==> src/rtl/lsu_arb_pkg.sv <==
// Shared types and sizes for the LSU bus arbiter.
package lsu_arb_pkg;

  localparam int unsigned NUM_PORTS = 2;
  localparam int unsigned ADDR_W    = 32;
  localparam int unsigned DATA_W    = 32;
  localparam int unsigned BMASK_W   = 4;

  typedef struct packed {
    logic [ADDR_W-1:0]  addr;
    logic [DATA_W-1:0]  wdata;
    logic [BMASK_W-1:0] bmask;
    logic               wren;
  } lsu_req_t;

  typedef enum logic {PORT0 = 1'b0, PORT1 = 1'b1} port_e;

endpackage

==> src/rtl/lsu_arb_pick.sv <==
// Grant selection for the two LSU requesters: round-robin pointer, P1 wait counter,
// and (with LSU_ARB_LOCK_EN defined) a lock owner that excludes the other port.
module lsu_arb_pick
  import lsu_arb_pkg::*;
#(
  parameter bit          RR_EN    = 1'b1,
  parameter int unsigned MAX_WAIT = 8
) (
  input  logic                 clk,
  input  logic                 rst_n,
  input  logic [NUM_PORTS-1:0] valid,
`ifdef LSU_ARB_LOCK_EN
  input  logic [NUM_PORTS-1:0] lock,
`endif
  output logic [NUM_PORTS-1:0] grant_c
);

  localparam int unsigned      CNT_W    = 8;
  localparam logic [CNT_W-1:0] WAIT_LIM = CNT_W'(MAX_WAIT);

  port_e                rr_ptr;
  logic [CNT_W-1:0]     wait_cnt;
  logic                 locked_c;
  logic                 prefer_p1_c;
  logic [NUM_PORTS-1:0] elig_c;

`ifdef LSU_ARB_LOCK_EN
  logic  lock_held;
  port_e owner;

  assign locked_c = lock_held;

  // While a lock is held only the owner may be granted.
  always_comb begin
    elig_c = valid;
    if (lock_held) begin
      if (owner == PORT0) elig_c[1] = 1'b0;
      else                elig_c[0] = 1'b0;
    end
  end

  always_ff @(posedge clk or negedge rst_n) begin
    if (!rst_n) begin
      lock_held <= 1'b0;
      owner     <= PORT0;
    end else if (grant_c[0]) begin
      lock_held <= lock[0];
      owner     <= PORT0;
    end else if (grant_c[1]) begin
      lock_held <= lock[1];
      owner     <= PORT1;
    end
  end
`else
  assign locked_c = 1'b0;
  assign elig_c   = valid;
`endif

  // Conflict resolution: RR pointer, or fixed P0 priority with forced P1 after starvation.
  always_comb begin
    prefer_p1_c = RR_EN ? (rr_ptr == PORT1) : ((wait_cnt >= WAIT_LIM) && !locked_c);
    grant_c     = elig_c;
    if (&elig_c) grant_c = {prefer_p1_c, !prefer_p1_c};
  end

  always_ff @(posedge clk or negedge rst_n) begin
    if (!rst_n) begin
      rr_ptr   <= PORT0;
      wait_cnt <= '0;
    end else begin
      if (|grant_c) rr_ptr <= grant_c[1] ? PORT0 : PORT1;
      if (grant_c[1])                          wait_cnt <= '0;
      else if (valid[1] && wait_cnt < WAIT_LIM) wait_cnt <= wait_cnt + CNT_W'(1);
    end
  end

endmodule

==> src/rtl/lsu_bus_arbiter.sv <==
// Shares one LSU port between P0 (MEM stage) and P1 (aux master): registered issue stage
// and tagged response stage. Define LSU_ARB_LOCK_EN to add per-port lock inputs.
module lsu_bus_arbiter
  import lsu_arb_pkg::*;
#(
  parameter bit          RR_EN_DEFAULT = 1'b1,
  parameter int unsigned MAX_WAIT      = 8
) (
  input  logic               i_clk,
  input  logic               i_reset,
  input  logic               i_p0_valid,
  output logic               o_p0_ready,
  input  logic [ADDR_W-1:0]  i_p0_addr,
  input  logic [DATA_W-1:0]  i_p0_wdata,
  input  logic [BMASK_W-1:0] i_p0_bmask,
  input  logic               i_p0_wren,
  output logic               o_p0_rsp_valid,
  output logic [DATA_W-1:0]  o_p0_rsp_rdata,
  input  logic               i_p1_valid,
  output logic               o_p1_ready,
  input  logic [ADDR_W-1:0]  i_p1_addr,
  input  logic [DATA_W-1:0]  i_p1_wdata,
  input  logic [BMASK_W-1:0] i_p1_bmask,
  input  logic               i_p1_wren,
  output logic               o_p1_rsp_valid,
  output logic [DATA_W-1:0]  o_p1_rsp_rdata,
`ifdef LSU_ARB_LOCK_EN
  input  logic               i_p0_lock,
  input  logic               i_p1_lock,
`endif
  output logic [ADDR_W-1:0]  o_lsu_addr,
  output logic [DATA_W-1:0]  o_lsu_wdata,
  output logic [BMASK_W-1:0] o_lsu_bmask,
  output logic               o_lsu_wren,
  input  logic [DATA_W-1:0]  i_lsu_rdata
);

  logic [NUM_PORTS-1:0] grant_c;
  lsu_req_t             req0_c, req1_c, sel_c;
  logic [DATA_W-1:0]    rsp_data_c;
  logic                 iss_valid;
  port_e                iss_port;

  lsu_arb_pick #(
    .RR_EN    (RR_EN_DEFAULT),
    .MAX_WAIT (MAX_WAIT)
  ) u_pick (
    .clk     (i_clk),
    .rst_n   (i_reset),
    .valid   ({i_p1_valid, i_p0_valid}),
`ifdef LSU_ARB_LOCK_EN
    .lock    ({i_p1_lock, i_p0_lock}),
`endif
    .grant_c (grant_c)
  );

  assign o_p0_ready = grant_c[0];
  assign o_p1_ready = grant_c[1];

  always_comb begin
    req0_c = '{addr: i_p0_addr, wdata: i_p0_wdata, bmask: i_p0_bmask, wren: i_p0_wren};
    req1_c = '{addr: i_p1_addr, wdata: i_p1_wdata, bmask: i_p1_bmask, wren: i_p1_wren};
    sel_c  = grant_c[1] ? req1_c : req0_c;
  end

  // Stores return zero; loads return what the LSU presents during the issue cycle.
  assign rsp_data_c = o_lsu_wren ? '0 : i_lsu_rdata;

  always_ff @(posedge i_clk or negedge i_reset) begin
    if (!i_reset) begin
      iss_valid   <= 1'b0;
      iss_port    <= PORT0;
      o_lsu_addr  <= '0;
      o_lsu_wdata <= '0;
      o_lsu_bmask <= '0;
      o_lsu_wren  <= 1'b0;
    end else begin
      iss_valid  <= |grant_c;
      o_lsu_wren <= (|grant_c) && sel_c.wren;
      if (|grant_c) begin
        iss_port    <= grant_c[1] ? PORT1 : PORT0;
        o_lsu_addr  <= sel_c.addr;
        o_lsu_wdata <= sel_c.wdata;
        o_lsu_bmask <= sel_c.bmask;
      end
    end
  end

  // Response demux back to the port that owned the issue slot.
  always_ff @(posedge i_clk or negedge i_reset) begin
    if (!i_reset) begin
      o_p0_rsp_valid <= 1'b0;
      o_p0_rsp_rdata <= '0;
      o_p1_rsp_valid <= 1'b0;
      o_p1_rsp_rdata <= '0;
    end else begin
      o_p0_rsp_valid <= iss_valid && (iss_port == PORT0);
      o_p1_rsp_valid <= iss_valid && (iss_port == PORT1);
      o_p0_rsp_rdata <= (iss_valid && (iss_port == PORT0)) ? rsp_data_c : '0;
      o_p1_rsp_rdata <= (iss_valid && (iss_port == PORT1)) ? rsp_data_c : '0;
    end
  end

endmodule
==> config.mk <==
export PLATFORM = sky130hd
export DESIGN_NAME = lsu_bus_arbiter
export DESIGN_NICKNAME = d
export VERILOG_FILES = /design/src/rtl/lsu_arb_pkg.sv /design/src/rtl/lsu_arb_pick.sv /design/src/rtl/lsu_bus_arbiter.sv
export SDC_FILE = /design/constraint.sdc
export NUM_CORES = 1
export LEC_CHECK = 0
export BUFFER_PORTS_ARGS = -buffer_cell sky130_fd_sc_hd__buf_2
export CORE_MARGIN = 3
export CORE_UTILIZATION = 40
export DETAILED_ROUTE_END_ITERATION = 6
export PLACE_DENSITY = 0.73
export SYNTH_ARGS = -nofsm -noshare
export SYNTH_HDL_FRONTEND = slang
export SYNTH_HIERARCHICAL = 1
export SYNTH_SLANG_ARGS = --single-unit
==> constraint.sdc <==
create_clock -name i_clk -period 1.2 [get_ports i_clk]
set_input_delay 0.12 -clock i_clk [delete_from_list [all_inputs] [get_ports i_clk]]
set_output_delay 0.12 -clock i_clk [all_outputs]
set_load 0.01 [all_outputs]
# Word-level counts from Yosys, hierarchy flattened

Index checks and enable logic that the tools add are counted.

Logic and storage cells: 25
Output and inout port bits: 137
Register bits after elaboration: 138
Input port bits: 174

Reduce and logical (&&, ||, !) cells: 6
Multiplexer cells: 7
Bitwise gates (word level): 1

Operator list:

| operator            | number |
|---|---|
| $mux W32            | 3 |
| $mux W69            | 1 |
| $logic_and A1 B1 Y1 | 3 |
| $mux W1             | 2 |
| $mux W2             | 1 |
| $reduce_and A2 Y1   | 1 |
| $reduce_or A2 Y1    | 1 |
| $logic_not A1 Y1    | 1 |
| $not A1 Y1          | 1 |

# Logic depth before layout (Yosys ltp)

Gate-level depths: netlist (run 1).

Word-level depth: 4
Depth in mapped cells: 6
Mapped depth without buffers: 4

# By module

The synthesis (run 1) kept the hierarchy.

Modules (own cells, without submodules):

| module          | area an instance (um2) | cells an instance | instances | seq. area each (um2) |
|---|---|---|---|---|
| lsu_bus_arbiter | 5465.2                 | 478               | 1         | 3428.3 |
| lsu_arb_pick    | 52.6                   | 6                 | 1         | 25.0 |

# Worst setup path after synthesis (run 1)

No wires, ideal clock.

Path kind: register to register
From: register u_pick.rr_ptr (netlist: u_pick/prefer_p1_c)
To: register o_lsu_addr[0]
Buffers on the path: 2
Cell stages (with the launch flop): 6
Clock period less this slack: 1.559 ns
Required time: 1.068 ns
Slack: -0.359 ns
Setup time: 0.132 ns
Arrival: 1.427 ns
Cell sequence: dfrtp_1 -> a21boi_0 -> buf_6 -> buf_12 -> mux2i_1 -> o21ai_1

Cells in the longest elaborated chain, start to end: 3
Elaborated cells on any way between the ends: 4
Classes of those cells: mux: 2; reduce/logical: 2

RTL lines:

| element                | line                  | source |
|---|---|---|
| start, declared        | lsu_arb_pick.sv:21    | `port_e rr_ptr;` |
| start signal, assigned | lsu_arb_pick.sv:71    | `if (\|grant_c) rr_ptr <= grant_c[1] ? PORT0 : PORT1;` |
| $logic_not A1 Y1       | lsu_arb_pick.sv:63    | `if (&elig_c) grant_c = {prefer_p1_c, !prefer_p1_c};` |
| $mux W2                | lsu_arb_pick.sv:63    |  |
| net o_p0_ready         | lsu_bus_arbiter.sv:12 | `output logic o_p0_ready,` |
| $reduce_or A2 Y1       | lsu_bus_arbiter.sv:80 | `if (\|grant_c) begin` |
| end signal, assigned   | lsu_bus_arbiter.sv:82 | `o_lsu_addr <= sel_c.addr;` |
| end, declared          | lsu_bus_arbiter.sv:31 | `output logic [ADDR_W-1:0] o_lsu_addr,` |

The timed path passes the listed nets, and every way through them passes these cells.
A chain may end at the register's enable or synchronous reset.

# Final worst setup path (run 1)

From: register u_pick.rr_ptr (netlist: u_pick/prefer_p1_c)
To: register o_lsu_wdata[7]

Cells in the longest elaborated chain, start to end: 3
Elaborated cells on any way between the ends: 4
Classes of those cells: mux: 2; reduce/logical: 2

RTL lines:

| element              | line                  | source |
|---|---|---|
| $logic_not A1 Y1     | lsu_arb_pick.sv:63    |  |
| $mux W2 (*)          | lsu_arb_pick.sv:63    |  |
| $reduce_or A2 Y1     | lsu_bus_arbiter.sv:80 |  |
| end signal, assigned | lsu_bus_arbiter.sv:83 | `o_lsu_wdata <= sel_c.wdata;` |
| end, declared        | lsu_bus_arbiter.sv:32 | `output logic [DATA_W-1:0] o_lsu_wdata,` |

Mark *: on every way between the ends. The rest lies on a longest branch, timed or not.

==> results of run 1 <==
[where the power goes]
group | internal [mW] | switching, mW | total [mW]
clock network | 3.54 | 2.06 | 5.60
registers | 5.19 | 0.323 | 5.52
logic | 2.00 | 1.81 | 3.81
total | 10.7 | 4.18 | 14.9
[cell type report]
class / instances / area [sq um]
clock buffer: 18 / 439
sequential: 138 / 3450
antenna: 2 / 5.00
fill: 708 / 2730
multi-input combinational: 310 / 2010
timing repair buffer: 537 / 4280
inverter: 4 / 15.0
clock inverter: 13 / 191
tap: 176 / 220
[critical path, cell delays in order (launching register included)]
cell       delay (ns)
dfrtp_2          0.44
a21boi_4         0.24
buf_12           0.19
clkbuf_16        0.19
mux2i_1          0.27
o21ai_1          0.12
[cells by family after synthesis]
kind of cell | Yosys count | share of synthesized area [%]
compound gates | 73 | 6.76
buf+inv | 36 | 5.06
flops | 138 | 62.6
mux | 68 | 12.3
simple gates | 169 | 13.3
[routing by layer]
layer	vias to the layer above	global-route usage (%)	part of all wire, %
li1	2660	-	-
met1	2902	32.7	35
met2	396	51.5	52
met3	111	8.28	8.0
met4	0	17.0	5.5
met5	-	0	0
[flip-flops by register name, indices dropped and copies added, names as in the netlist, 4 cells and up]
signal	count
o_lsu_addr	32
o_lsu_wdata	32
o_p0_rsp_rdata	32
o_p1_rsp_rdata	32
o_lsu_bmask	4
[cells in the mapped netlist]
| library cell | number |
|---|---|
| buf_2 | 13 |
| clkbuf_1 | 8 |
| a21boi_1 | 1 |
| nand2_1 | 71 |
| dfrtp_1 | 138 |
| nor2_1 | 61 |
| mux2i_1 | 68 |
| or2_1 | 1 |
| buf_6 | 1 |
| o21ai_1 | 67 |
| buf_4 | 1 |
| and3_1 | 2 |
| nor2b_1 | 1 |
| a21boi_0 | 1 |
| inv_1 | 4 |
| clkbuf_2 | 2 |
| nand2b_1 | 31 |
| a21oi_1 | 1 |
| a21o_1 | 1 |
| buf_12 | 7 |
| o21ai_0 | 2 |
| and3b_1 | 2 |
[what timing repair did]
action / 4_1_cts / 5_1_grt
setup buffers: 17 / 2
pin swaps: 3 / 14
gates cloned: 9 / 6
setup endpoints to repair: 74 / 90
hold buffers: 167 / 0
resized for setup: 37 / 40
endpoints found under the hold margin: 272 / 0
[through the flow]
step           cell area (sq um)  total power [mW]
2_1_floorplan               5530              6.80
3_3_place_gp                7470              8.06
3_5_place_dp                7470              8.11
4_1_cts                    10300              14.5
5_1_grt                    10600              15.5
6_report                   10600              14.9
[worst paths after layout]
check	startpoint	endpoint	slack (ns)
worst max-delay path	u_pick/prefer_p1_c	o_lsu_wdata[7]	-0.37
worst min-delay path	i_p0_wdata[27]	o_lsu_wdata[27]	0.02
worst max register to register	u_pick/prefer_p1_c	o_lsu_wdata[7]	-0.37
worst min register to register	o_lsu_addr[10]	o_lsu_addr[10]	0.55
max in group asynchronous	i_reset	u_pick/prefer_p1_c	0.51
min in group asynchronous	i_reset	o_p1_rsp_rdata[22]	0.19
==> results_dict.tcl, run 1 <==
set metrics [dict create \
    outcome "finished with violations" \
    violations "negative setup slack" \
    p_leak_nw 5.46 \
    grt_overflow 0 \
    syn-cell-area_sq_mm 0.00552 \
    finClkSkew_ns 0.00767 \
    synth-seq-cells 138 \
    maxCapViolCount 0 \
    numClockSinks 138 \
    synth_top_area_share_pct 62.6 \
    yosys_warnings 6 \
    rsz0062_at_grt "yes" \
    max_slew_margin_pct 73.9 \
    grt_antenna_before_repair 2 \
    portBuffers 310 \
    vias_per_cell 5.07 \
    start_util_pct 41.3 \
    crit_fanout 10 \
    synth_cell_types 22 \
    die_area_sq_mm 0.0152 \
    crit_required_ns 1.48 \
    layout.cells.non_filler 1198 \
    gp_congestion 0.800 \
    startpoint_type "flip-flop" \
    dpl.hpwl_um 11200 \
    drcViolationCount 0 \
    pre_cts_slack_ns -0.229 \
    clk_latency_ns 0.41 \
    rows 42 \
    vias 6069 \
    setup_ws_ns -0.375 \
    clkTransAtPathRegs_ns 0.06 \
    fin_hold_ws_ns 0.0188 \
    h-tree-depth 4 \
    utilization_pct 79.5 \
    ff2ff_path_depth 5 \
    final.setup.tns_ns -16.39 \
    slew_violations 0 \
    die_h_um 123 \
    cp.arrival_ns 1.86 \
    setup_violations 73 \
    powerDensity_mw_per_mm2 1410 \
    antenna_left 0 \
    final_common_cell "buf_2" \
    final.min_clock_period_ns 1.57 \
    wirelength_um 23700 \
    cts_inserted_buffers 17 \
    drt_iter0_drc 320 \
    core_sq_mm 0.0133 \
    final_cell_mix "306 x buf_2, 167 x dlygate4sd3_1, 137 x dfrtp_1, 62 x nand2_1, 61 x nor2_1" \
    fmax_mhz 635 \
    yosys-top-cells-area "dfrtp_1 63%, mux2i_1 12%, o21ai_1 6.1%" \
    layout.nets 1182 \
    dp_cells 967 \
    path_class "reg -> reg" \
    pin_count 311 \
    syn2layout_area_growth_pct 92.4 \
    first_pass_iters 5 \
    min_path_cells 3 \
    cts_buffer_depth 2 \
    grt_pass1_vias 6585 \
    syn-instance-count 484 \
    tightest_slew_ns 0.392 \
    ctsRootBufferMaster "clkbuf_16" \
    hold_path_class "in -> reg" \
    yosys.area.top_type "dfrtp_1" \
    die_w_um 123 \
    grt_max_degree 35 \
    yosysSeqAreaShare_pct 62.6 \
    grt_util_all_layers_pct 29.8 \
    drive_above_1_share_pct 43.8 \
    cp-end-kind "flip-flop" \
    peakVddDrop_uv 952 \
    grt_pass1_wl_um 34200 \
    wl_per_cell_um 19.8 \
    syn-mean-instance-area_sq_um 11.4 \
    synth_fp_nets 658 \
    cts_tree "built" \
    period_share_pct 131 \
    hold_viol 0 \
]
(Power assumes the default switching activity.)
==> inputs of run 2 (changes only) <==
--- a/config.mk
+++ b/config.mk
@@ -5,6 +5,7 @@
 export SDC_FILE = /design/constraint.sdc
 export NUM_CORES = 1
 export LEC_CHECK = 0
+export ABC_AREA = 1
 export BUFFER_PORTS_ARGS = -buffer_cell sky130_fd_sc_hd__buf_2
 export CORE_MARGIN = 3
 export CORE_UTILIZATION = 40
==> results_dict.tcl, run 2 <==
set metrics [dict create \
    cellInternalPower_mw 10.1 \
    grt_overflow 0 \
    rsz0062_at_grt "yes" \
    yosys_warnings 6 \
    yosysSeqAreaShare_pct 63.9 \
    ys_top_cells_by_count "146 x nand2_1, 138 x dfrtp_1, 137 x nand3_1" \
    setup_violations 73 \
    total_power_mw 14.4 \
    numClockSinks 138 \
    antenna_left 0 \
    pin_count 311 \
    cp.arrival_ns 1.38 \
    cp-end-kind "output pin" \
    core_sq_mm 0.0129 \
    crit_cells 5 \
    layout.nets 1254 \
    drt_iter0_drc 552 \
    rows 41 \
    path_class "reg -> out" \
    period_share_pct 125 \
    startpoint "u_pick/prefer_p1_c" \
    grt_antenna_before_repair 2 \
    clk_latency_ns 0.40 \
    clkPwrFrac_pct 34.3 \
    clkTransAtPathRegs_ns 0.06 \
    vias_per_cell 5.23 \
    final.min_clock_period_ns 1.50 \
    wl_per_cell_um 18.7 \
    worst-path-buf-inv 4 \
    vias 6629 \
    maxCapViolCount 0 \
    grt_pass1_vias 6797 \
    syn-instance-count 571 \
    fin_hold_ws_ns 0.0166 \
    combinationalPowerShare_pct 26.8 \
    die_h_um 122 \
    syn-mean-instance-area_sq_um 9.47 \
    cts_buffer_depth 2 \
    synth_fp_nets 745 \
    cts_inserted_buffers 17 \
    yosys.area.top_type "dfrtp_1" \
    hold_viol 0 \
    crit_slowest_cell "dfrtp_1" \
    grt_pass1_wl_um 35300 \
    ff2ff_path_depth 7 \
    powerDensity_mw_per_mm2 1420 \
    drive_above_1_share_pct 36.7 \
    synth_ff_type "dfrtp_1" \
    crit_family "buffers and inverters" \
    synth-seq-cells 138 \
    gp_congestion 0.783 \
    die_area_sq_mm 0.0150 \
    syn2layout_area_growth_pct 86.5 \
    r2r-start "u_pick/prefer_p1_c" \
    ctsRootBufferMaster "clkbuf_16" \
    cts_tree "built" \
    slew_violations 0 \
    start_util_pct 41.8 \
    syn-cell-area_sq_mm 0.00541 \
    crit_chain "buf_6 -> a21oi_4 -> buf_6 -> buf_12 -> buf_6" \
    first_pass_iters 5 \
    startpoint_type "flip-flop" \
    p_leak_nw 5.40 \
    synth_top_area_share_pct 63.9 \
    fmax_mhz 667 \
    hold_path_class "in -> reg" \
    setup_ws_ns -0.299 \
    crit_required_ns 1.08 \
    wirelength_um 23700 \
    yosys-top-cells-area "dfrtp_1 64%, nand3_1 13%, nand2_1 10%" \
    grt_max_degree 41 \
    dp_cells 1033 \
    final_common_cell "buf_2" \
    peakVddDrop_uv 1120 \
    final_cell_mix "306 x buf_2, 168 x dlygate4sd3_1, 144 x nand2_1, 137 x dfrtp_1, 136 x nand3_1" \
    seq_area_sq_mm 0.00345 \
    slowest_delay_ns 0.40 \
    grt_util_all_layers_pct 31.0 \
    portBuffers 310 \
    switching_share_pct 29.3 \
    drcViolationCount 0 \
    h-tree-depth 4 \
    crit_top_cell "buf_6" \
    synth_cell_types 14 \
    violations "negative setup slack" \
    die_w_um 122 \
    tightest_slew_ns 0.312 \
    crit_fanout 2 \
    r2r_end "o_lsu_addr[24]" \
    layout.cells.non_filler 1267 \
    multi_input_area_sq_mm 0.00165 \
    fill_cells 770 \
    synth-async-reset-ratio_pct 100 \
    crit_end "o_p0_ready" \
    r2r_slack_ns -0.25 \
    dpl.hpwl_um 11800 \
    synth.most_common_cell "nand2_1" \
    p_seq_share_pct 38.9 \
    switching_power_mw 4.20 \
    finClkSkew_ns 0.00493 \
    outcome "finished with violations" \
    final.setup.tns_ns -12.96 \
    synth_edf_count 0 \
    max_slew_margin_pct 79.2 \
]
run 2: cell count changes in the layout (fill, tap and decap cells not counted), sizes merged, moves of 3 or more:
cell	change
o21ai	-68
nand2b	-31
nor3	+64
mux2i	-68
nor2	-57
diode	+3
buf	-3
nand3	+137
inv	+34
nand2	+75
run 2: worst min path at each step:
stage,slack [ns],start,to,cells past startpoint
finish,0.02,i_p0_wdata[24],o_lsu_wdata[24],3
global placement,0.02,i_reset,o_p1_rsp_rdata[4],1
detailed placement,0.02,i_reset,o_p1_rsp_rdata[3],1
global route,0.02,i_p0_addr[12],o_lsu_addr[12],3
CTS,0.0002,i_p0_bmask[3],o_lsu_bmask[3],3
floorplan,-0.18,i_reset,iss_port,0
run 2: routing by layer:
metal / GRT usage [%] / vias to the layer above / part of all wire [%]
met5: 0 / - / 0
li1: - / 2892 / -
met2: 52.1 / 487 / 50
met3: 8.02 / 131 / 8.8
met1: 35.2 / 3119 / 35
met4: 19.2 / 0 / 6.1
run 2: stage by stage:
stage                     utilization, %  instance area, sq um  setup WS [ns]
after floorplan                        -                  5420        -0.0855
after global placement              56.2                  7260         -0.393
after detailed placement            56.2                  7260         -0.406
after CTS                           76.6                  9900         -0.297
after global routing                78.0                 10100         -0.353
final                               78.0                 10100         -0.299
run 2: power groups by stage:
stage / registers, mW / logic, mW / clock network, mW
2_1_floorplan: 5.90 / 1.02 / 0
3_3_place_gp: 5.62 / 2.68 / 0
3_5_place_dp: 5.62 / 2.74 / 0
4_1_cts: 5.55 / 3.56 / 4.97
5_1_grt: 5.64 / 4.11 / 5.21
6_report: 5.58 / 3.84 / 4.92
run 2: worst register-to-register path, cell delays in order (launching register included):
cell,delay [ns]
dfrtp_1,0.40
buf_6,0.13
a21oi_4,0.13
buf_6,0.13
buf_12,0.09
buf_4,0.22
nand3_1,0.14
nand3_1,0.13
run 2: logic make-up after synthesis:
family                 after synthesis  share of synthesized area (%)
AND/OR/NAND/NOR                    348                           29.1
flip-flops                         138                           63.9
buffers and inverters               83                           6.85
AO/OA/AOI/OAI                        2                          0.185
run 2: repair_timing:
item                                    4_1_cts  5_1_grt
hold endpoints to repair                    270        0
gates cloned                                  8        3
endpoints found under the setup margin       74       75
buffers inserted                             17        4
pin swaps                                     7        3
resized for setup                            19       15
hold buffers                                168        0
run 2: layout make-up:
class                      count  share of cell area (%)
inverter                      40                    1.56
antenna                        5                   0.124
tap                          172                    2.13
clock inverter                 9                    1.00
multi-input combinational    353                    16.4
timing repair buffer         530                    40.1
clock buffer                  20                    4.43
sequential                   138                    34.3
